[src/rtl/mmu_pkg.sv]
// Shared definitions for the 2x2 matrix-multiply feeder: FSM states, drain length
// and the position of each operand within the eight-beat load sequence.
package mmu_pkg;

    typedef enum logic [2:0] {
        ST_LOAD    = 3'd0,
        ST_CLEAR   = 3'd1,
        ST_FEED0   = 3'd2,
        ST_FEED1   = 3'd3,
        ST_FEED2   = 3'd4,
        ST_DRAIN   = 3'd5,
        ST_CAPTURE = 3'd6,
        ST_OUTPUT  = 3'd7
    } state_t;

    // Cycles of zero input after FEED2 so the far corner of the array settles.
    localparam int DRAIN_CYCLES = 3;
    localparam logic [1:0] DRAIN_LOAD = 2'(DRAIN_CYCLES - 1);

    localparam logic [2:0] IDX_A00 = 3'd0;
    localparam logic [2:0] IDX_A01 = 3'd1;
    localparam logic [2:0] IDX_A10 = 3'd2;
    localparam logic [2:0] IDX_A11 = 3'd3;
    localparam logic [2:0] IDX_B00 = 3'd4;
    localparam logic [2:0] IDX_B01 = 3'd5;
    localparam logic [2:0] IDX_B10 = 3'd6;
    localparam logic [2:0] IDX_B11 = 3'd7;

    localparam int NUM_OPERANDS = 8;
    localparam int NUM_RESULTS  = 4;
    localparam logic [1:0] LAST_RESULT = 2'd3;

endpackage

[src/rtl/mmu_skew_mux.sv]
// Combinational operand skew: picks which stored operand enters each array edge
// port in each FEED state; every port reads 0 outside FEED0..FEED2.
module mmu_skew_mux
    import mmu_pkg::*;
#(
    parameter int WIDTH = 8
) (
    input  state_t           state,
    input  logic [WIDTH-1:0] a00,
    input  logic [WIDTH-1:0] a01,
    input  logic [WIDTH-1:0] a10,
    input  logic [WIDTH-1:0] a11,
    input  logic [WIDTH-1:0] b00,
    input  logic [WIDTH-1:0] b01,
    input  logic [WIDTH-1:0] b10,
    input  logic [WIDTH-1:0] b11,
    output logic [WIDTH-1:0] a_data0,
    output logic [WIDTH-1:0] a_data1,
    output logic [WIDTH-1:0] b_data0,
    output logic [WIDTH-1:0] b_data1
);

    always_comb begin
        a_data0 = '0;
        a_data1 = '0;
        b_data0 = '0;
        b_data1 = '0;
        case (state)
            ST_FEED0: begin
                a_data0 = a00;
                b_data0 = b00;
            end
            // Row 1 and column 1 run one cycle behind row 0 / column 0.
            ST_FEED1: begin
                a_data0 = a01;
                a_data1 = a10;
                b_data0 = b10;
                b_data1 = b01;
            end
            ST_FEED2: begin
                a_data1 = a11;
                b_data1 = b11;
            end
            default: ;
        endcase
    end

endmodule

[src/rtl/mmu_feeder.sv]
// Feeder for an external 2x2 systolic array: loads A/B, streams skewed operands,
// captures the four results and returns them. Optional ReLU via MMU_FEEDER_RELU_EN.
module mmu_feeder
    import mmu_pkg::*;
#(
    parameter int WIDTH = 8
) (
    input  logic             clk,
    input  logic             rst,
    input  logic             in_valid,
    output logic             in_ready,
    input  logic [WIDTH-1:0] in_data,
    input  logic             relu_req,
    output logic             clear,
    output logic             activation,
    output logic [WIDTH-1:0] a_data0,
    output logic [WIDTH-1:0] a_data1,
    output logic [WIDTH-1:0] b_data0,
    output logic [WIDTH-1:0] b_data1,
    input  logic [WIDTH-1:0] c00,
    input  logic [WIDTH-1:0] c01,
    input  logic [WIDTH-1:0] c10,
    input  logic [WIDTH-1:0] c11,
    output logic             out_valid,
    input  logic             out_ready,
    output logic [WIDTH-1:0] out_data
);

    state_t           state;
    state_t           state_next;
    logic [2:0]       load_idx;
    logic [1:0]       res_idx;
    logic [1:0]       drain_cnt;
    logic [WIDTH-1:0] opnd [NUM_OPERANDS];
    logic [WIDTH-1:0] res  [NUM_RESULTS];
    logic             in_fire;
    logic             out_fire;
    logic             last_beat;

    // Valid/ready: a beat transfers on a rising edge where valid and ready are both 1.
    assign in_fire   = (state == ST_LOAD) && in_valid;
    assign out_fire  = (state == ST_OUTPUT) && out_ready;
    assign last_beat = in_fire && (load_idx == IDX_B11);

    always_ff @(posedge clk) begin
        if (rst) begin
            state <= ST_LOAD;
        end else begin
            state <= state_next;
        end
    end

    always_comb begin
        state_next = state;
        in_ready   = 1'b0;
        clear      = 1'b0;
        out_valid  = 1'b0;
        case (state)
            ST_LOAD: begin
                in_ready = 1'b1;
                if (last_beat) begin
                    state_next = ST_CLEAR;
                end
            end
            ST_CLEAR: begin
                clear      = 1'b1;
                state_next = ST_FEED0;
            end
            ST_FEED0: state_next = ST_FEED1;
            ST_FEED1: state_next = ST_FEED2;
            ST_FEED2: state_next = ST_DRAIN;
            ST_DRAIN: begin
                if (drain_cnt == 2'd0) begin
                    state_next = ST_CAPTURE;
                end
            end
            ST_CAPTURE: state_next = ST_OUTPUT;
            ST_OUTPUT: begin
                out_valid = 1'b1;
                if (out_fire && (res_idx == LAST_RESULT)) begin
                    state_next = ST_LOAD;
                end
            end
            default: state_next = ST_LOAD;
        endcase
    end

    always_ff @(posedge clk) begin
        if (rst) begin
            load_idx  <= '0;
            res_idx   <= '0;
            drain_cnt <= '0;
            for (int i = 0; i < NUM_OPERANDS; i++) begin
                opnd[i] <= '0;
            end
            for (int i = 0; i < NUM_RESULTS; i++) begin
                res[i] <= '0;
            end
        end else begin
            if (in_fire) begin
                opnd[load_idx] <= in_data;
                load_idx       <= load_idx + 3'd1;
            end
            if (state == ST_FEED2) begin
                drain_cnt <= DRAIN_LOAD;
            end else if ((state == ST_DRAIN) && (drain_cnt != 2'd0)) begin
                drain_cnt <= drain_cnt - 2'd1;
            end
            if (state == ST_CAPTURE) begin
                res[0] <= c00;
                res[1] <= c01;
                res[2] <= c10;
                res[3] <= c11;
            end
            if (out_fire) begin
                res_idx <= res_idx + 2'd1;
            end
        end
    end

    assign out_data = res[res_idx];

`ifdef MMU_FEEDER_RELU_EN
    logic relu_q;

    always_ff @(posedge clk) begin
        if (rst) begin
            relu_q <= 1'b0;
        end else if (last_beat) begin
            relu_q <= relu_req;
        end
    end

    assign activation = relu_q && (state != ST_LOAD);
`else
    logic unused_relu_req;

    assign unused_relu_req = relu_req;
    assign activation      = 1'b0;
`endif

    mmu_skew_mux #(
        .WIDTH(WIDTH)
    ) u_skew_mux (
        .state  (state),
        .a00    (opnd[IDX_A00]),
        .a01    (opnd[IDX_A01]),
        .a10    (opnd[IDX_A10]),
        .a11    (opnd[IDX_A11]),
        .b00    (opnd[IDX_B00]),
        .b01    (opnd[IDX_B01]),
        .b10    (opnd[IDX_B10]),
        .b11    (opnd[IDX_B11]),
        .a_data0(a_data0),
        .a_data1(a_data1),
        .b_data0(b_data0),
        .b_data1(b_data1)
    );

endmodule

[config.mk]
export PLATFORM = sky130hd
export DESIGN_NAME = mmu_feeder
export DESIGN_NICKNAME = d
export VERILOG_FILES = /design/src/rtl/mmu_pkg.sv /design/src/rtl/mmu_skew_mux.sv /design/src/rtl/mmu_feeder.sv
export SDC_FILE = /design/constraint.sdc
export NUM_CORES = 1
export LEC_CHECK = 0
export BUFFER_PORTS_ARGS = -buffer_cell sky130_fd_sc_hd__buf_2
export CORE_ASPECT_RATIO = 0.5
export CORE_MARGIN = 5
export CORE_UTILIZATION = 55
export CTS_CLUSTER_DIAMETER = 150
export DETAILED_ROUTE_END_ITERATION = 7
export PLACE_DENSITY = 0.87
export RECOVER_POWER = 50
export SYNTH_ARGS = -nofsm -noshare
export SYNTH_HDL_FRONTEND = slang
export SYNTH_HIERARCHICAL = 1
export SYNTH_SLANG_ARGS = --single-unit
[constraint.sdc]
create_clock -name clk -period 4.15 [get_ports clk]
set_input_delay 1.245 -clock clk [delete_from_list [all_inputs] [get_ports clk]]
set_output_delay 1.245 -clock clk [all_outputs]
set_load 0.02 [all_outputs]
==> results of run 1 <==
## placed cells by master (no fill, tap or decap), types with 2 or more instances in the layout
cell                        instances
sky130_fd_sc_hd__clkbuf_16          9
sky130_fd_sc_hd__a22o_1            16
sky130_fd_sc_hd__buf_2             85
sky130_fd_sc_hd__edfxtp_1          96
sky130_fd_sc_hd__o21bai_1           8
sky130_fd_sc_hd__dfxtp_1           12
sky130_fd_sc_hd__and2_0            19
sky130_fd_sc_hd__nand2_2            5
sky130_fd_sc_hd__nor4b_4            2
sky130_fd_sc_hd__nor3_1             5
sky130_fd_sc_hd__o21ai_0            2
sky130_fd_sc_hd__and2_1            15
sky130_fd_sc_hd__and4bb_2           2
sky130_fd_sc_hd__clkbuf_1           4
sky130_fd_sc_hd__bufinv_16          2
sky130_fd_sc_hd__a21oi_1            7
sky130_fd_sc_hd__nand2b_1           4
sky130_fd_sc_hd__mux2i_1           19
sky130_fd_sc_hd__mux4_2             8
sky130_fd_sc_hd__inv_8              2
sky130_fd_sc_hd__nand2_1           19
sky130_fd_sc_hd__nor2_1            90
sky130_fd_sc_hd__ha_1               4
sky130_fd_sc_hd__inv_1              4
sky130_fd_sc_hd__nor2b_1            2
## sequential cells by signal, indices dropped and copies added (netlist names), named ones only
register	flops
state	3
res_idx	2
opnd	64
res	32
drain_cnt	2
load_idx	3
## logic make-up (layout without fill, tap and decap cells)
family,count (synthesis),after routing
and+or+nand+nor,167,167
DFF,108,108
AOI/OAI and AO/OA,36,36
buffers and inverters,28,109
muxes,27,27
adders and majority gates,4,4
xor gates and xnor gates,2,2
other,1,2
## worst max-delay path: cells and delay by family, from the launching register on
kind / cells / cell delay, ns
AOI/OAI and AO/OA: 1 / 0.29
DFF: 1 / 0.71
buffers and inverters: 1 / 0.18
and+or+nand+nor: 1 / 0.76
## final cells by class
class	instances	area (sq um)
clock buffer	10	229
multi-input combinational	237	1540
clock inverter	6	96.3
fill	632	3050
inverter	4	15.0
tap	117	146
sequential	108	3120
timing repair buffer	89	444
antenna	1	2.50
## report_power, final
part / switching (W) / internal (W)
clock: 0.000378 / 0.000537
sequential: 0.0000153 / 0.00123
combinational: 0.0000742 / 0.0000390
## worst paths after layout
check	to	slack, ns
worst max-delay path	a_data1[7]	0.61
worst min-delay path	drain_cnt[0]	0.50
worst max register to register	res[1][2]	1.37
worst min register to register	drain_cnt[0]	0.50
## metrics by stage
| step | area (sq um) | util [%] |
|---|---|---|
| 6_report | 5600 | 64.7 |
| 5_1_grt | 5590 | 64.7 |
| 4_1_cts | 5610 | 64.8 |
| 3_5_place_dp | 5280 | 61.1 |
| 3_3_place_gp | 5280 | 61.1 |
| 2_1_floorplan | 4850 | - |
## metal layers
layer / vias to the layer above / wire length, um / track usage (%)
met5: - / 0 / 0
met4: 0 / 208 / 5.79
met3: 20 / 637 / 5.58
met2: 118 / 4700 / 30.6
met1: 1438 / 3860 / 21.6
li1: 1476 / - / -
==> flow_summary.ini, run 1 <==
[cts]
cts_hold_repair.buffers = 0
cts.path.max_buffers = 2
post-cts-setup-buffers = 0
htree_num_levels = 3
cts.repair.resized = 0
clockRootBuffer = sky130_fd_sc_hd__clkbuf_16
cts_buffers = 9
clk_pin_slew_worst_paths_ns = 0.07
cts_sinks = 108
tritoncts = yes
clkLatencyLatePin_ns = 0.34

[synthesis]
synthSimpleGateAreaFrac_pct = 17.2
yosys.area_share.xor_xnor_pct = 0.361
net_count_of_the_mapped_netlist = 422
ys_ff_latch = 108
yosysTopAreaCellShare_pct = 59.5
async_reset_ff_share_pct = 0
yosys.cell_types.count = 35
postSynthCellCount = 373
synth_area_sq_mm = 0.00485
synth.mux.area_fraction_pct = 7.64
synth_compound_area_share_pct = 5.52
leading_post_synthesis_cells_by_cell_area = sky130_fd_sc_hd__edfxtp_1 (59%), sky130_fd_sc_hd__nor2_1 (7.0%), sky130_fd_sc_hd__dfxtp_1 (5.0%), sky130_fd_sc_hd__and2_1 (4.4%), sky130_fd_sc_hd__mux2i_1 (3.9%)
synth.yosys.seq_area_share_pct = 64.4
yosys_most_used_dff = sky130_fd_sc_hd__edfxtp_1
synthesis.yosys.warnings = 6
synth_largest_area_cell = sky130_fd_sc_hd__edfxtp_1
most_frequent_cells_after_synthesis = sky130_fd_sc_hd__edfxtp_1 (96), sky130_fd_sc_hd__nor2_1 (90), sky130_fd_sc_hd__and2_1 (34)
synth.avg_cell_area_sq_um = 13.0
synth_enable_flop_cells = 96
synth_top_family_by_area = simple AND/OR/NAND/NOR gates
most_common_cell_in_the_netlist = sky130_fd_sc_hd__edfxtp_1
synth-adder-area-share_pct = 1.03

[worst_setup_path]
path_cells = nor3b_4 > a22o_1 > buf_2
critPathMaxStageDelay_ns = 0.76
r2r.worst_path.cells = 3
crit_start = state[2]
critical_path.reg2reg.startpoint = state[1]
worstSetupStartpointType = flop
cp.arrival_ns = 2.29
criticalPathCategory = reg2out
critical-path-slowest-cell = sky130_fd_sc_hd__nor3b_4
critical_path.endpoint_type = output pin
cp_data_required_time_ns = 2.90
cp_max_fo = 17

[run_status]
violations = max-capacitance violations, max-slew violations
run_status = complete, but fails checks

[cells_and_area]
layout-area-overhead-vs-synth_pct = 15.5
fin_nets = 498
post_route_cells_drive_above_1_share_pct = 26.4
finish.cell_count_without_fillers = 572

[floorplanning]
placeableCoreArea_sq_mm = 0.00865
chipHeight_um = 76.4
die-area_sq_mm = 0.0109
rows = 24
initial_core_util_pct = 56.0
die_w_um = 143
boundaryPins = 89

[detailed_routing]
routedWlPerCell_um = 16.5
ant_nets = 0
via_per_inst = 5.34
routed-via-count = 3052
detail_route.drc_violations = 0
detailedRoute.firstPassIterationCount = 4
route.final.wire_length_um = 9410
drt_iter0_drc = 218

[grt]
grt_first_pass_wirelength_um = 15300
grt-ovfl-total = 0
pin_count_of_the_biggest_net_entering_global_routing = 33
first_global_vias = 3133
grt_util_all_layers_pct = 17.9
grt_antenna_before_repair = 0

[hold_path]
min-delay-path-class = reg2reg
min_path_cells = 2
min-delay-start = drain_cnt[0]

[timing]
slew_violations = 33
final-hold-violation-count = 0
max_freq_ghz = 0.283
finalSetupViolCount = 0
fin_skew_ns = 0.00482
layout_worst_path_cycle_share_pct = 85.2
setup_ws_ns = 0.615
rsz0062_at_grt = no
worst_margin_pin_slew_ns = 1.73
finalSetupTns_ns = 0
whs_ns = 0.500
relSlewSlack_pct = -15.5
post_route_minimum_period_ns = 3.54

[place]
gp_congestion = 0.752
portBuffers = 86
placed_cells_incl_taps = 555
dpl_worst_slack_ns = 1.04
place_hpwl_um = 6480

[power_and_ir_drop]
p_leak_nw = 2.15
total_power_w = 0.00227
peakVddDrop_v = 0.000268
power.density_mw_per_mm2 = 406

[run]
drv.max_cap_violation_count = 1
No activity file was read; power rests on OpenSTA's default activity.
==> run 2: changes to the inputs <==
Settings changed: PLACE_DENSITY 0.87 to 0.79.
==> flow_summary.ini, run 2 (same netlist as run 1, synthesis figures left out) <==
[cells_and_area]
n_antenna_cell = 0
largest_register = opnd
post_route_cells_drive_above_1_share_pct = 26.4
finish.cell_count_without_fillers = 572
layout-area-overhead-vs-synth_pct = 14.5
reg_top3 = opnd: 64 flops, res: 32 flops
max_reg_flops = 64
leading_cell_type_in_the_layout_fill_and_taps_excluded = sky130_fd_sc_hd__edfxtp_1
commonest_cells_after_routing_fill_and_taps_aside = sky130_fd_sc_hd__edfxtp_1 (96), sky130_fd_sc_hd__nor2_1 (90), sky130_fd_sc_hd__buf_2 (85), sky130_fd_sc_hd__and2_0 (27)
fin_nets = 499

[worst_setup_path]
worst_setup_path_endpoint = a_data1[7]
crit_family = flip-flops
critical-path-slowest-cell = sky130_fd_sc_hd__dfxtp_1
worst-r2r-setup-slack_ns = 1.39
crit_start = state[1]
critPathBufInv = 1
cp.arrival_ns = 2.26
cp_data_required_time_ns = 2.90
critical_path.endpoint_type = output pin
cp_max_fo = 18
path_cells = and3b_1 > a22o_1 > buf_2
criticalPathCategory = reg2out
critical_path_depth = 3
r2r.worst_path.cells = 3
worstSetupStartpointType = flop
regToRegEndpoint = res[2][6]
critPathMaxStageDelay_ns = 0.81
critical_path.reg2reg.startpoint = state[1]

[run]
drv.max_cap_violation_count = 1

[timing]
rsz0062_at_grt = no
worst_margin_pin_slew_ns = 1.66
final-hold-violation-count = 0
finalSetupTns_ns = 0
finalSetupViolCount = 0
fin_skew_ns = 0.00394
layout_worst_path_cycle_share_pct = 84.6
post_route_minimum_period_ns = 3.51
slew_violations = 33
relSlewSlack_pct = -10.6
max_freq_ghz = 0.285

[cts]
htree_num_levels = 3
cts_sinks = 108
cts_hold_repair.buffers = 0
cts_buffers = 9
cts.repair.resized = 0
cts.path.max_buffers = 2
clk_pin_slew_worst_paths_ns = 0.07
clkLatencyLatePin_ns = 0.34
clockRootBuffer = sky130_fd_sc_hd__clkbuf_16
tritoncts = yes
post-cts-setup-buffers = 0

[run_status]
run_status = complete, but fails checks
violations = max-capacitance violations, max-slew violations

[power_and_ir_drop]
total_power_w = 0.00213
p_leak_nw = 2.12
peakVddDrop_v = 0.000221
power.density_mw_per_mm2 = 384

[floorplanning]
initial_core_util_pct = 56.0
rows = 24
chipHeight_um = 76.4
die_w_um = 143
boundaryPins = 89
placeableCoreArea_sq_mm = 0.00865
die-area_sq_mm = 0.0109

[detailed_routing]
route.final.wire_length_um = 9070
detail_route.drc_violations = 0
via_per_inst = 5.35
routedWlPerCell_um = 15.9
ant_nets = 0
drt_iter0_drc = 215
routed-via-count = 3061
detailedRoute.firstPassIterationCount = 5

[grt]
grt_util_all_layers_pct = 17.8
first_global_vias = 3094
grt-ovfl-total = 0
pin_count_of_the_biggest_net_entering_global_routing = 33
grt_first_pass_wirelength_um = 15000
grt_antenna_before_repair = 0

[place]
gp_congestion = 0.793
place_hpwl_um = 6340
placed_cells_incl_taps = 556
portBuffers = 86

[hold_path]
min-delay-path-class = reg2reg
==> run 2: per-stage QoR <==
| step | worst slack [ns] | instance area, sq um | hold slack [ns] | utilization (%) |
|---|---|---|---|---|
| floorplan | 1.39 | 4850 | 0.450 | - |
| global placement | 1.04 | 5290 | 0.463 | 61.2 |
| detailed placement | 1.03 | 5290 | 0.469 | 61.2 |
| CTS | 0.646 | 5560 | 0.478 | 64.3 |
| global route | 0.351 | 5550 | 0.517 | 64.1 |
| finish | 0.640 | 5550 | 0.484 | 64.1 |
==> run 2: worst reg2reg max path, cell delays in order, from the launching register on <==
cell and delay, ns:
sky130_fd_sc_hd__dfxtp_1 0.81, sky130_fd_sc_hd__nand2_2 0.17, sky130_fd_sc_hd__o21bai_2 0.15, sky130_fd_sc_hd__clkbuf_1 1.21
==> run 2: how the worst min path moves through the flow <==
stage                      start            to  slack (ns)  cells past startpoint
global route        drain_cnt[0]  drain_cnt[0]        0.52                      2
CTS                 drain_cnt[0]  drain_cnt[0]        0.48                      2
floorplan           drain_cnt[0]  drain_cnt[0]        0.45                      2
global placement    drain_cnt[0]  drain_cnt[0]        0.46                      2
finish              drain_cnt[0]  drain_cnt[0]        0.48                      2
detailed placement  drain_cnt[0]  drain_cnt[0]        0.47                      2
==> run 2: where the power goes <==
part | switching [W] | internal, W | total [W]
Sequential | 0.0000153 | 0.00123 | 0.00125
Clock | 0.000363 | 0.000409 | 0.000772
Combinational | 0.0000744 | 0.0000388 | 0.000113
==> run 2: routing by layer <==
| layer | part of all wire [%] | global-route usage [%] | vias up |
|---|---|---|---|
| met2 | 52 | 30.3 | 119 |
| met3 | 7.7 | 6.02 | 11 |
| met5 | 0 | 0 | - |
| met1 | 39 | 21.7 | 1460 |
| li1 | - | - | 1471 |
| met4 | 1.5 | 4.93 | 0 |
==> run 2: cell type report <==
cell class,count,area (sq um)
Timing Repair Buffer,90,452
Clock buffer,11,233
Inverter,4,15.0
Fill cell,659,3100
Sequential cell,108,3120
Tap cell,117,146
Clock inverter,5,38.8
Multi-Input combinational cell,237,1540
